## config.mk

```make
export PLATFORM = sky130hd
export DESIGN_NAME = div_ctrl
export DESIGN_NICKNAME = d
export VERILOG_FILES = /design/src/rtl/div_ctrl.sv
export SDC_FILE = /design/constraint.sdc
export NUM_CORES = 1
export LEC_CHECK = 0
export ABC_AREA = 1
export CORE_MARGIN = 2
export CORE_UTILIZATION = 24
export DETAILED_ROUTE_END_ITERATION = 7
export PLACE_DENSITY = 0.41
export SLEW_MARGIN = 5
export SYNTH_ARGS = -nofsm -noshare
export SYNTH_HDL_FRONTEND = slang
export SYNTH_SLANG_ARGS = --single-unit
```

## constraint.sdc

```tcl
create_clock -name clk -period 2 [get_ports clk]
set_clock_uncertainty 0.1 [all_clocks]
set_input_delay 0.3 -clock clk [delete_from_list [all_inputs] [get_ports clk]]
set_output_delay 0.3 -clock clk [all_outputs]
set_load 0.01 [all_outputs]
```

## src/rtl/div_ctrl.sv

```systemverilog
// div_ctrl: sequencer between the EX stage and the iterative divider.
// Captures a divide request, holds the divider start line for the whole
// operation, stalls the pipeline, and returns a one-cycle writeback.
// It also keeps a last-result cache, aborts on flush, and has a watchdog.
//
// Ports
//   clk, rst          clock, synchronous active-high reset
//   req_valid_i       EX holds a divide op (held stable while stall_o=1)
//   op_i              funct3: 100 DIV, 101 DIVU, 110 REM, 111 REMU
//   rs1_i, rs2_i      dividend / divisor
//   rd_i              destination register
//   flush_i           pipeline flush, aborts the current op
//   stall_o           hold EX/IF/ID (combinational)
//   wb_valid_o        one-cycle result-valid pulse (registered)
//   wb_rd_o, wb_data_o writeback register / data, valid with wb_valid_o
//   err_o             one-cycle pulse on watchdog timeout
//   div_start_o       divider start, high until the divider reports ready
//   div_dividend_o, div_divisor_o, div_op_o, div_waddr_o
//                     registered copies of the captured request
//   div_res_i, div_ready_i  divider result and done pulse
module div_ctrl #(
  parameter bit          CACHE_EN    = 1'b1,
  parameter int unsigned TIMEOUT_CYC = 40
) (
  input  logic        clk,
  input  logic        rst,
  input  logic        req_valid_i,
  input  logic [2:0]  op_i,
  input  logic [31:0] rs1_i,
  input  logic [31:0] rs2_i,
  input  logic [4:0]  rd_i,
  input  logic        flush_i,
  output logic        stall_o,
  output logic        wb_valid_o,
  output logic [4:0]  wb_rd_o,
  output logic [31:0] wb_data_o,
  output logic        err_o,
  output logic        div_start_o,
  output logic [31:0] div_dividend_o,
  output logic [31:0] div_divisor_o,
  output logic [2:0]  div_op_o,
  output logic [4:0]  div_waddr_o,
  input  logic [31:0] div_res_i,
  input  logic        div_ready_i
);

  localparam int WD_W = $clog2(TIMEOUT_CYC + 1);

  typedef enum logic [1:0] {
    S_IDLE = 2'd0,
    S_RUN  = 2'd1,
    S_WB   = 2'd2
  } state_t;

  state_t      state_q, state_d;
  logic [2:0]  op_q, op_d;
  logic [31:0] rs1_q, rs1_d;
  logic [31:0] rs2_q, rs2_d;
  logic [4:0]  rd_q, rd_d;
  logic [4:0]  wb_rd_q, wb_rd_d;
  logic [31:0] wb_data_q, wb_data_d;
  logic        cache_vld_q, cache_vld_d;
  logic [2:0]  cache_op_q, cache_op_d;
  logic [31:0] cache_rs1_q, cache_rs1_d;
  logic [31:0] cache_rs2_q, cache_rs2_d;
  logic [31:0] cache_data_q, cache_data_d;
  logic [WD_W-1:0] wdog_q, wdog_d;

  logic req_go;
  logic cache_hit;
  logic timeout;

  assign req_go    = req_valid_i & ~flush_i;
  assign cache_hit = CACHE_EN && cache_vld_q && (cache_op_q == op_i) &&
                     (cache_rs1_q == rs1_i) && (cache_rs2_q == rs2_i);
  // wdog_q holds the number of RUN cycles already spent, so this fires on
  // the TIMEOUT_CYC-th RUN cycle.
  assign timeout   = (wdog_q == WD_W'(TIMEOUT_CYC - 1));

  always_comb begin
    state_d      = state_q;
    op_d         = op_q;
    rs1_d        = rs1_q;
    rs2_d        = rs2_q;
    rd_d         = rd_q;
    wb_rd_d      = wb_rd_q;
    wb_data_d    = wb_data_q;
    cache_vld_d  = cache_vld_q;
    cache_op_d   = cache_op_q;
    cache_rs1_d  = cache_rs1_q;
    cache_rs2_d  = cache_rs2_q;
    cache_data_d = cache_data_q;
    wdog_d       = '0;
    stall_o      = 1'b0;
    div_start_o  = 1'b0;
    err_o        = 1'b0;

    case (state_q)
      S_IDLE: begin
        // Writes to x0 are dropped without touching the divider.
        if (req_go && (rd_i != 5'd0)) begin
          stall_o = 1'b1;
          if (cache_hit) begin
            wb_rd_d   = rd_i;
            wb_data_d = cache_data_q;
            state_d   = S_WB;
          end else begin
            op_d    = op_i;
            rs1_d   = rs1_i;
            rs2_d   = rs2_i;
            rd_d    = rd_i;
            state_d = S_RUN;
          end
        end
      end
      S_RUN: begin
        stall_o = req_go;
        wdog_d  = wdog_q + WD_W'(1);
        if (flush_i) begin
          state_d = S_IDLE;
        end else if (div_ready_i) begin
          // Start drops in the ready cycle so the divider cannot re-latch.
          wb_rd_d      = rd_q;
          wb_data_d    = div_res_i;
          cache_vld_d  = 1'b1;
          cache_op_d   = op_q;
          cache_rs1_d  = rs1_q;
          cache_rs2_d  = rs2_q;
          cache_data_d = div_res_i;
          state_d      = S_WB;
        end else if (timeout) begin
          err_o   = 1'b1;
          state_d = S_IDLE;
        end else begin
          div_start_o = 1'b1;
        end
      end
      S_WB: begin
        // The instruction is committed; leave regardless of flush/request.
        state_d = S_IDLE;
      end
      default: state_d = S_IDLE;
    endcase

    // Reset must kill the combinational outputs in the same cycle.
    if (rst) begin
      stall_o     = 1'b0;
      div_start_o = 1'b0;
      err_o       = 1'b0;
    end
  end

  always_ff @(posedge clk) begin
    if (rst) begin
      state_q      <= S_IDLE;
      op_q         <= '0;
      rs1_q        <= '0;
      rs2_q        <= '0;
      rd_q         <= '0;
      wb_rd_q      <= '0;
      wb_data_q    <= '0;
      cache_vld_q  <= 1'b0;
      cache_op_q   <= '0;
      cache_rs1_q  <= '0;
      cache_rs2_q  <= '0;
      cache_data_q <= '0;
      wdog_q       <= '0;
    end else begin
      state_q      <= state_d;
      op_q         <= op_d;
      rs1_q        <= rs1_d;
      rs2_q        <= rs2_d;
      rd_q         <= rd_d;
      wb_rd_q      <= wb_rd_d;
      wb_data_q    <= wb_data_d;
      cache_vld_q  <= cache_vld_d;
      cache_op_q   <= cache_op_d;
      cache_rs1_q  <= cache_rs1_d;
      cache_rs2_q  <= cache_rs2_d;
      cache_data_q <= cache_data_d;
      wdog_q       <= wdog_d;
    end
  end

  assign wb_valid_o     = (state_q == S_WB);
  assign wb_rd_o        = wb_valid_o ? wb_rd_q : 5'd0;
  assign wb_data_o      = wb_valid_o ? wb_data_q : 32'd0;
  assign div_dividend_o = rs1_q;
  assign div_divisor_o  = rs2_q;
  assign div_op_o       = op_q;
  assign div_waddr_o    = rd_q;

endmodule

```

==> flow_summary.json <==
{
  "ys.flop_type": "dfxtp_1",
  "rsz0062_at_grt": "true",
  "slowest_delay_ps": 330,
  "overflow": 0,
  "worstPathMaxFanout": 5,
  "hold_buffers": 0,
  "place_inst": 2550,
  "netlist_top_cells_count": "nand2_1, nor2_1, dfxtp_1",
  "fp-row-count": 76,
  "fin_cells": 2673,
  "rr_worst_depth": 15,
  "htreeDepth": 1,
  "cp-startpoint": "cache_rs2_q[10]",
  "cpLargestDelayFamily": "simple AND/OR/NAND/NOR gates",
  "cts_buffer_depth": 3,
  "synthToLayoutAreaGrowth_pct": 70.08,
  "antenna_found_initial": 0,
  "synth_top_area_share_pct": 41.70,
  "clk_latency_ps": 560,
  "worst_slack_ps": -199.1,
  "dr.pass1.iters": 5,
  "n_fill_cell": 4515,
  "nets": 2177,
  "min_period_ps": 2199,
  "yosysMostFrequentCell": "nand2_1",
  "io_pins": 222,
  "worstMarginPinSlew_ps": 769.1,
  "ys_types": 25,
  "worstSetupStartpointType": "register",
  "critPathArrivalTime_ps": 2540,
  "netlist_instances": 1666,
  "cts_tree": "built",
  "crit_chain": "nand2_2, buf_4, nand2_1, nor2_1, nand4_1, nor2_1, nand2_1, nor2_2, nand3_4, buf_12, buf_12, buf_8, buf_16, a21oi_4, nor2_1",
  "slew_headroom_pct": 48.73,
  "violations": "setup timing",
  "grt_util_all_layers_pct": 18.79,
  "synth_edf_count": 0,
  "grt_max_degree": 75,
  "wirelength_um": 44590,
  "n_antenna_cell": 0,
  "fp.dieArea_mm2": 0.04509,
  "wire_per_inst_um": 16.68,
  "vias": 11630,
  "grt_pass1_vias": 11195,
  "drt_iter0_drc": 641,
  "path_buf_inv": 5,
  "crit_type": "reg -> reg",
  "rr_startpoint": "cache_rs2_q[10]",
  "cp-end-kind": "register",
  "maxSlewViolCount": 0,
  "leakagePower_uw": 0.008126,
  "sequential_cell_area_mm2": 0.004382,
  "die_y_um": 212.4,
  "hold_end": "div_divisor_o[1]",
  "drv_cap": 0,
  "vias_per_cell": 4.351,
  "avgSynthCellArea_um2": 6.254,
  "cts_sinks": 217,
  "drive_gt1_share_pct": 28.88,
  "synth_nets": 1776,
  "die_w_um": 212.4,
  "yosysWarnings": 0,
  "ys_ff_latch": 217,
  "setup_violations": 137,
  "whs_path_depth": 6,
  "hold_viol": 0,
  "hold_class": "in -> reg",
  "drc": 0,
  "cts-root-buf": "clkbuf_16",
  "cts_buffers": 28,
  "grt_pass1_wl_um": 64780,
  "vdd_drop_max_uv": 563.9,
  "port-buffer-count": 221,
  "cp_common_cell": "nor2_1",
  "worstReg2RegEnd": "div_waddr_o[3]",
  "required_ps": 2340,
  "start_util_pct": 24.24,
  "yosys.area.top_type": "dfxtp_1",
  "core_mm2": 0.04298,
  "path_depth": 15,
  "min_from": "rs2_i[1]",
  "max_freq_mhz": 454.7,
  "postRouteAntennaNets": 0,
  "whs_ps": 181.4,
  "synth_area_mm2": 0.01042,
  "finalWeightedCongestion": 0.8204,
  "ys_seq_area_share_pct": 41.70,
  "multiInputGateArea_mm2": 0.005978,
  "fin_crit_sh_pct": 110.0,
  "detailed_place_hpwl_um": 28040,
  "path_clk_slew_ps": 60,
  "async_flop_share_pct": 0,
  "synth_area_leaders": "dfxtp_1, nand2_1, nor2_1, inv_1, a21oi_1",
  "tns_ps": -10380,
  "regToRegSetupSlack_ps": -200,
  "powerDensity_mw_per_mm2": 647.3,
  "status": "finished with violations",
  "slowest_stage": "dfxtp_2"
}
==> worst reg2reg max path: stages, from the launching register on <==
cell and delay [ps]:
dfxtp_2 330, nand2_2 70, buf_4 100, nand2_1 50, nor2_1 100, nand4_1 170, nor2_1 140, nand2_1 70
nor2_2 130, nand3_4 100, buf_12 150, buf_12 130, buf_8 130, buf_16 140, a21oi_4 110, nor2_1 50
==> area by class of cell <==
class | instances | share of cell area, %
Clock buffer | 45 | 4.942
Clock inverter | 6 | 0.1906
Inverter | 187 | 4.046
Multi-Input combinational cell | 1168 | 33.74
Sequential cell | 217 | 24.73
Tap cell | 585 | 4.130
Timing Repair Buffer | 464 | 28.17
Timing Repair inverter | 1 | 0.06355
==> metal layers <==
metal  vias to the layer above  share of wire [%]  GRT usage, %
li1                       5973                  -             -
met1                      5307                 45         24.74
met2                       283                 48         31.75
met3                        67                4.5         2.984
met4                         0                2.8         5.305
met5                         -                  0             0
==> cell usage in the layout, fill, tap and decap left out, types with 26 or more instances in the layout <==
cell type / synthesis / routed
nand3_2: 0 / 30
buf_16: 0 / 26
nor2_2: 0 / 35
nor2_4: 1 / 36
clkbuf_16: 0 / 36
a21oi_2: 0 / 34
buf_4: 1 / 159
nor2_1: 336 / 266
buf_6: 7 / 55
nand2_2: 0 / 56
inv_1: 184 / 166
nand3_1: 85 / 51
dfxtp_1: 217 / 187
nand2_1: 459 / 397
o21ai_0: 109 / 99
clkdlybuf4s50_1: 0 / 163
a21oi_1: 131 / 96
dfxtp_2: 0 / 30
==> report_power, final <==
part	total [µW]	switching (µW)	internal, µW	leakage (µW)
Clock	5010	2040	2970	0.000454
Combinational	1810	924	891	0.00589
Sequential	4650	143	4500	0.00178
Total	11500	3110	8370	0.00813
==> worst max-delay path by stage <==
stage                             end
floorplan                       err_o
finish                 div_waddr_o[3]
detailed placement  div_divisor_o[15]
CTS                    div_waddr_o[2]
global route              div_op_o[1]
global placement     div_divisor_o[3]
==> sequential cells by signal, summed over array words and instances (netlist names) <==
signal,flops
wb_data_q,32
cache_rs2_q,32
div_divisor_o,32
cache_data_q,32
wb_rd_q,5
cache_rs1_q,32
wdog_q,6
div_waddr_o,5
div_dividend_o,32
state_q,2
div_op_o,3
cache_vld_q,1
cache_op_q,3
==> metrics by stage <==
step	setup slack, ps	power (µW)	util, %	area [µm²]
final	-199.1	11470	41.23	17720
after global routing	-293.2	11960	41.23	17720
after global placement	-710.0	6318	33.42	14360
after detailed placement	-691.2	6323	33.42	14360
after CTS	-180.4	11530	39.07	16790
after floorplan	252.1	5392	-	10420
==> logic make-up after synthesis <==
logic type	synth area share, %
AND/OR/NAND/NOR	34.91
flip-flops	41.70
AO/OA/AOI/OAI	11.59
XOR/XNOR	0.9247
buffers and inverters	10.76
adder cells (fa/ha/maj)	0.1201
==> repair_timing <==
action                                  in CTS  in global routing
gates cloned                                26                  9
endpoints found under the setup margin     152                248
pin swaps                                   47                 77
setup buffers                               35                 13
gates resized for setup                    394                229
No activity file was read; power rests on OpenSTA's default activity.
